--- config.mk ---
export PLATFORM = sky130hd
export DESIGN_NAME = fd_inst_queue
export DESIGN_NICKNAME = d
export VERILOG_FILES = /design/src/rtl/fd_inst_queue_pkg.sv /design/src/rtl/fd_inst_queue.sv
export SDC_FILE = /design/constraint.sdc
export NUM_CORES = 1
export LEC_CHECK = 0
export ABC_AREA = 1
export BUFFER_PORTS_ARGS = -buffer_cell sky130_fd_sc_hd__buf_4
export CORE_AREA = 2 2 115 117
export DETAILED_ROUTE_END_ITERATION = 16
export DIE_AREA = 0 0 117 119
export PLACE_DENSITY = 0.66
export SYNTH_ARGS = -nofsm -noshare
export SYNTH_HDL_FRONTEND = slang
export SYNTH_SLANG_ARGS = --single-unit
--- constraint.sdc ---
create_clock -name clk -period 11.4 [get_ports clk]
set_input_delay 2.28 -clock clk [delete_from_list [all_inputs] [get_ports clk]]
set_output_delay 2.28 -clock clk [all_outputs]
set_load 0.02 [all_outputs]
--- src/rtl/fd_inst_queue_pkg.sv ---
// Shared CPU constants used by the fetch stage and the fetch/decode queue.
package fd_inst_queue_pkg;

    localparam logic [31:0] RESET_PC  = 32'h0000_3000;
    localparam logic [31:0] NOP_INSTR = 32'h0000_0000;

endpackage

--- src/rtl/fd_inst_queue.sv ---
// Fetch-to-decode instruction queue: a small circular FIFO of {PC, Instr}
// entries. Fetch is throttled through PC_RegWE, which depends only on the
// registered occupancy so that no combinational loop forms with fetch.
// Decode sees the head entry, or a NOP at RESET_PC when the queue is empty.
module fd_inst_queue
    import fd_inst_queue_pkg::*;
#(
    parameter int DEPTH = 2
) (
    input  logic        clk,
    input  logic        reset,
    input  logic [31:0] F_PC,
    input  logic [31:0] F_Instr,
    input  logic        F_Valid,
    input  logic        D_Ready,
    input  logic        Flush,
    output logic        PC_RegWE,
    output logic [31:0] D_PC,
    output logic [31:0] D_Instr,
    output logic        D_Valid
);

    localparam int PW = (DEPTH > 1) ? $clog2(DEPTH) : 1;
    localparam int CW = PW + 1;

    logic [31:0]   pc_mem    [DEPTH];
    logic [31:0]   instr_mem [DEPTH];
    logic [PW-1:0] rd_ptr;
    logic [PW-1:0] wr_ptr;
    logic [CW-1:0] count;
    logic          push;
    logic          pop;

    // Handshake qualifiers; Flush overrides both push and pop.
    always_comb begin
        PC_RegWE = (count != CW'(DEPTH));
        D_Valid  = (count != '0);
        push     = F_Valid && PC_RegWE && !Flush;
        pop      = D_Valid && D_Ready && !Flush;
    end

    // Head entry presented to decode, NOP bubble when empty.
    always_comb begin
        D_PC    = RESET_PC;
        D_Instr = NOP_INSTR;
        if (D_Valid) begin
            D_PC    = pc_mem[rd_ptr];
            D_Instr = instr_mem[rd_ptr];
        end
    end

    // Entry storage; contents are left stale on flush/reset since count gates them.
    always_ff @(posedge clk) begin
        if (push && !reset) begin
            pc_mem[wr_ptr]    <= F_PC;
            instr_mem[wr_ptr] <= F_Instr;
        end
    end

    // Pointer and occupancy update; power-of-two depth makes wrap implicit.
    always_ff @(posedge clk or posedge reset) begin
        if (reset) begin
            rd_ptr <= '0;
            wr_ptr <= '0;
            count  <= '0;
        end else if (Flush) begin
            rd_ptr <= '0;
            wr_ptr <= '0;
            count  <= '0;
        end else begin
            if (push) begin
                wr_ptr <= wr_ptr + PW'(1);
            end
            if (pop) begin
                rd_ptr <= rd_ptr + PW'(1);
            end
            case ({push, pop})
                2'b10:   count <= count + CW'(1);
                2'b01:   count <= count - CW'(1);
                default: count <= count;
            endcase
        end
    end

endmodule

Yosys cells after proc, flatten, opt, wreduce, memory -nomap -nowiden
Memories as Yosys holds them, arrays and structs flattened.
Index checks and enable logic that the tools add are counted.
Word-level totals
  bits in registers: 4
  latch bits: 0
  RAM bits: 128
  bits in read-only memories: 0
  bits of input ports: 69
  output and inout bits: 66
  word-level logic and storage cells: 33
  memories kept: 2
Memories
  instr_mem: words 2, bits a word 32, rd ports 1, clocked after Yosys merged registers in 0, wr ports 1, RTL line fd_inst_queue.sv:27  | logic [31:0] instr_mem [DEPTH];
  pc_mem: words 2, bits a word 32, rd ports 1, clocked after Yosys merged registers in 0, wr ports 1, RTL line fd_inst_queue.sv:26  | logic [31:0] pc_mem [DEPTH];
Cells by class
  $add $sub $neg: 4
  multipliers: 0
  div/mod/pow operators: 0
  $lt $le $gt $ge: 0
  eq/ne operators: 3
  shift-type cells: 0
  mux-type cells: 10
  bitwise operators: 0
  reduce and logical (&&, ||, !) cells: 11
Operators with widths (count)
  2-to-1 mux 32 bit: 2
  2-to-1 mux 1 bit: 6
  nonzero test 2 bit: 3
  logical AND 1 bit: 5
  one-hot mux 2 bit (2 select lines): 1
  nonzero test 3 bit: 1
  adder 1 bit (second input constant): 2
  adder 2 x 1 -> 2 bit (second input constant): 1
  == test 2 x 1 -> 1 bit (second input constant): 1
  == test 2 bit (second input constant): 1
  logical NOT 1 bit: 2
  2-to-1 mux 2 bit: 1
  inequality test 2 bit (second input constant): 1
  subtractor 2 x 1 -> 2 bit (second input constant): 1

Depth between registers and ports, before layout
  word-level depth: 6
  depth in mapped cells: 8

Worst setup path before layout
OpenSTA, ideal clock, no wires.
  path type: input-to-reg
  start point: input Flush
  end point: memory instr_mem[1][0] (enable)
  library setup time: 0.565 ns
  arrival: 6.838 ns
  required time: 10.835 ns
  slack: 3.997 ns
  stages: 3
  path buffers: 0
  cell sequence: inv_1 > nand3_2 > nor3_1
Between the ends
  longest elaborated chain between the ends: 5
RTL lines
  from (decl): RTL line fd_inst_queue.sv:16  | input logic Flush,
  logical NOT 1 bit: RTL line fd_inst_queue.sv:38  | push = F_Valid && PC_RegWE && !Flush;
  logical AND 1 bit: RTL line fd_inst_queue.sv:38
  logical AND 1 bit: RTL line fd_inst_queue.sv:54  | if (push && !reset) begin
  2-to-1 mux 1 bit: RTL line fd_inst_queue.sv:54
  2-to-1 mux 1 bit (not written as such): RTL line fd_inst_queue.sv:56  | instr_mem[wr_ptr] <= F_Instr;
  to (decl): RTL line fd_inst_queue.sv:27
Every way passes these cells.

Worst setup path in the final report
  start point: register count[0]
  end point: output D_PC[21]
Between the ends
  longest elaborated chain between the ends: 2
RTL lines
  from (decl): RTL line fd_inst_queue.sv:30  | logic [CW-1:0] count;
  from (signal assigned): RTL line fd_inst_queue.sv:78  | 2'b10: count <= count + CW'(1);
  from (signal assigned): RTL line fd_inst_queue.sv:79  | 2'b01: count <= count - CW'(1);
  from (signal assigned): RTL line fd_inst_queue.sv:80  | default: count <= count;
  nonzero test 2 bit: RTL line fd_inst_queue.sv:37  | D_Valid = (count != '0);
  2-to-1 mux 32 bit: RTL line fd_inst_queue.sv:46  | if (D_Valid) begin
  to (decl): RTL line fd_inst_queue.sv:18  | output logic [31:0] D_PC,
Every way passes these cells.

==> reports/metrics.cfg <==
[floorplanning]
die_y_um = 119
rows = 42
die-area_mm2 = 0.0139
die_x_um = 117
pin_count = 135
start_util_pct = 39.0
coreArea_mm2 = 0.0129

[setup_path]
worstPathCellList = nor2_4, buf_4, a21oi_1, buf_4
startpoint = count[0]
cp_slowest_cell = nor2_4
worst-setup-path-type = flip-flop to primary output
startpoint_type = flip-flop
crit_end = D_PC[21]
worstReg2RegStart = count[0]
r2r-end = pc_mem[0][10]
crit_fanout = 34
arrival_ps = 2310
r2r_cells = 7
critPathRequiredTime_ps = 9120
worstSetupPathDepth = 4
cpMostUsedCell = buf_4
critPathTopFamily = buffers and inverters
critPathMaxStageDelay_ps = 630
r2r_slack_ps = 8870
crit_buf_inv = 2
crit_path_end_kind = primary output

[route]
vias = 3268
drcViolationCount = 0
firstDrtPassIters = 6
wl_mm = 10.1
wl_met1_mm = 4.09
ant_nets = 0
wl_per_cell_um = 14.3
dr_wl_met3_um = 664
top_layer = met4
drt-vias-per-instance = 4.64
drt_first_iter_violations = 203
dr_wl_met2_mm = 5.17

[global_routing]
grt_usage_pct = 14.9
antenna_found_initial = 0
grt_pass1_vias = 3175
grt_start_max_net_pins = 67
grt_pass1_wl_mm = 15.4
grt_overflow = 0

[cells_and_area]
drive_gt1_share_pct = 34.4
stdcell_area_mm2 = 0.00683
fin_nets = 585
mostFrequentLayoutCells = buf_4 (138), nand2_1 (135), edfxtp_1 (128), a21oi_1 (63), clkbuf_16 (17)
syn2layout_area_growth_pct = 36.2
antenna_cells = 0
final_common_cell = buf_4

[placed_design]
port_buffers = 134
pre_cts_ws_ps = 6860
gp_routability_congestion = 0.758
hpwl_mm = 6.07
placed_area_mm2 = 0.00619

[timing]
period_needed_ps = 4590
finalMaxSlewViolations = 0
hold_viol_final = 0
clock.fmax_mhz = 218
rsz0062_at_grt = no
relSlewSlack_pct = 25.9
finalSetupViolCount = 0
skew_ps = 8.47
fin_ws_ps = 6810
tns_ps = 0
period_share_pct = 40.3
tightest_slew_ps = 1110

[clock_tree]
cts_post_setup_buffers_inserted = 0
ctsResizeCount = 0
insertion_delay_ps = 410
htreeDepth = 4
numCtsBuffers = 17
cts-hold-fix-buffers = 0
tritoncts = built
cts.clk_slew.worst_paths_ps = 60
cts_buffer_depth = 2
clock-sinks = 132
root_buffer = clkbuf_16

[logic_synthesis]
synth.cell_area_mm2 = 0.00502
yosysWarnings = 0
ys_top_cells_by_area = edfxtp_1 (77%), nand2_1 (10%), a21oi_1 (6.3%)
synth.distinct_cells = 19
synth_largest_area_cell = edfxtp_1
synthCells = 379
synth_fp_nets = 448
ys_ff_latch = 132
synth_top_area_share_pct = 76.6
synth.avg_cell_area_um2 = 13.2
ys_seq_area_share_pct = 78.6

[outcome]
status = finished, final reports clean

[flow_run]
maxCapViolCount = 0

[power]
p_leak_nw = 2.68
peakVddDrop_uv = 133
finalPower_mw = 1.61
powerDensity_mw_per_mm2 = 236

[hold_path]
min_path_type = flip-flop to flip-flop
worstHoldStart = wr_ptr
min_delay_path_depth = 2

-- final cells by class --
cell class	instances	area, um2
Sequential cell	132	3950
Clock inverter	12	175
Timing Repair Buffer	138	1040
Multi-Input combinational cell	217	951
Tap cell	176	220
Inverter	10	37.5
Clock buffer	20	467
Fill cell	1100	6040
-- worst register-to-register path, stage by stage, from the launching register on --
cell and delay, ps:
dfrtp_1 460, inv_1 80, nand2_2 90, nand3_2 110
inv_1 80, nand2_1 90, nor2_4 730, buf_4 530
-- state kept, by name (all words and copies together), names as in the netlist --
| signal | flops |
|---|---|
| wr_ptr | 1 |
| count | 2 |
| pc_mem | 64 |
| instr_mem | 64 |
| rd_ptr | 1 |
-- layer usage --
metal  track usage, %  up-vias
met5                0        -
met4             6.10        0
met3             5.29       13
met2             24.7      109
met1             17.4     1544
li1                 -     1602
-- report_power, final --
part / switching [mW] / leakage (nW) / internal, mW / total, mW
registers: 0.0104 / 1.21 / 0.561 / 0.571
logic: 0.292 / 1.16 / 0.168 / 0.460
clock network: 0.195 / 0.309 / 0.383 / 0.578
total: 0.497 / 2.68 / 1.11 / 1.61
-- synth_stat cells (all sizes together) --
cell,number
nor2,5
a21oi,64
o21ai,2
nand3,7
buf,18
xnor2,1
clkbuf,2
edfxtp,128
nor3,1
dfrtp,4
inv,10
nand2,137
-- worst min path at each step --
stage             end
3_5_place_dp   wr_ptr
4_1_cts        wr_ptr
2_1_floorplan  wr_ptr
3_3_place_gp   wr_ptr
6_report       wr_ptr
5_1_grt        wr_ptr
-- cell families (layout without fill, tap and decap cells) --
kind of cell,Yosys count,in the layout,synth area share (%)
xor gates and xnor gates,1,1,0.175
AOI/OAI and AO/OA,66,66,6.66
buffers and inverters,30,180,2.69
and+or+nand+nor,150,150,11.9
DFF,132,132,78.6
-- per-stage QoR --
step	instances	hold slack [ps]	utilization [%]
finish	705	530	53.1
global route	705	560	53.1
CTS	705	530	53.1
detailed placement	673	513	48.1
global placement	673	516	48.1
floorplan	379	476	-
Power figures use the tool's default switching activity.
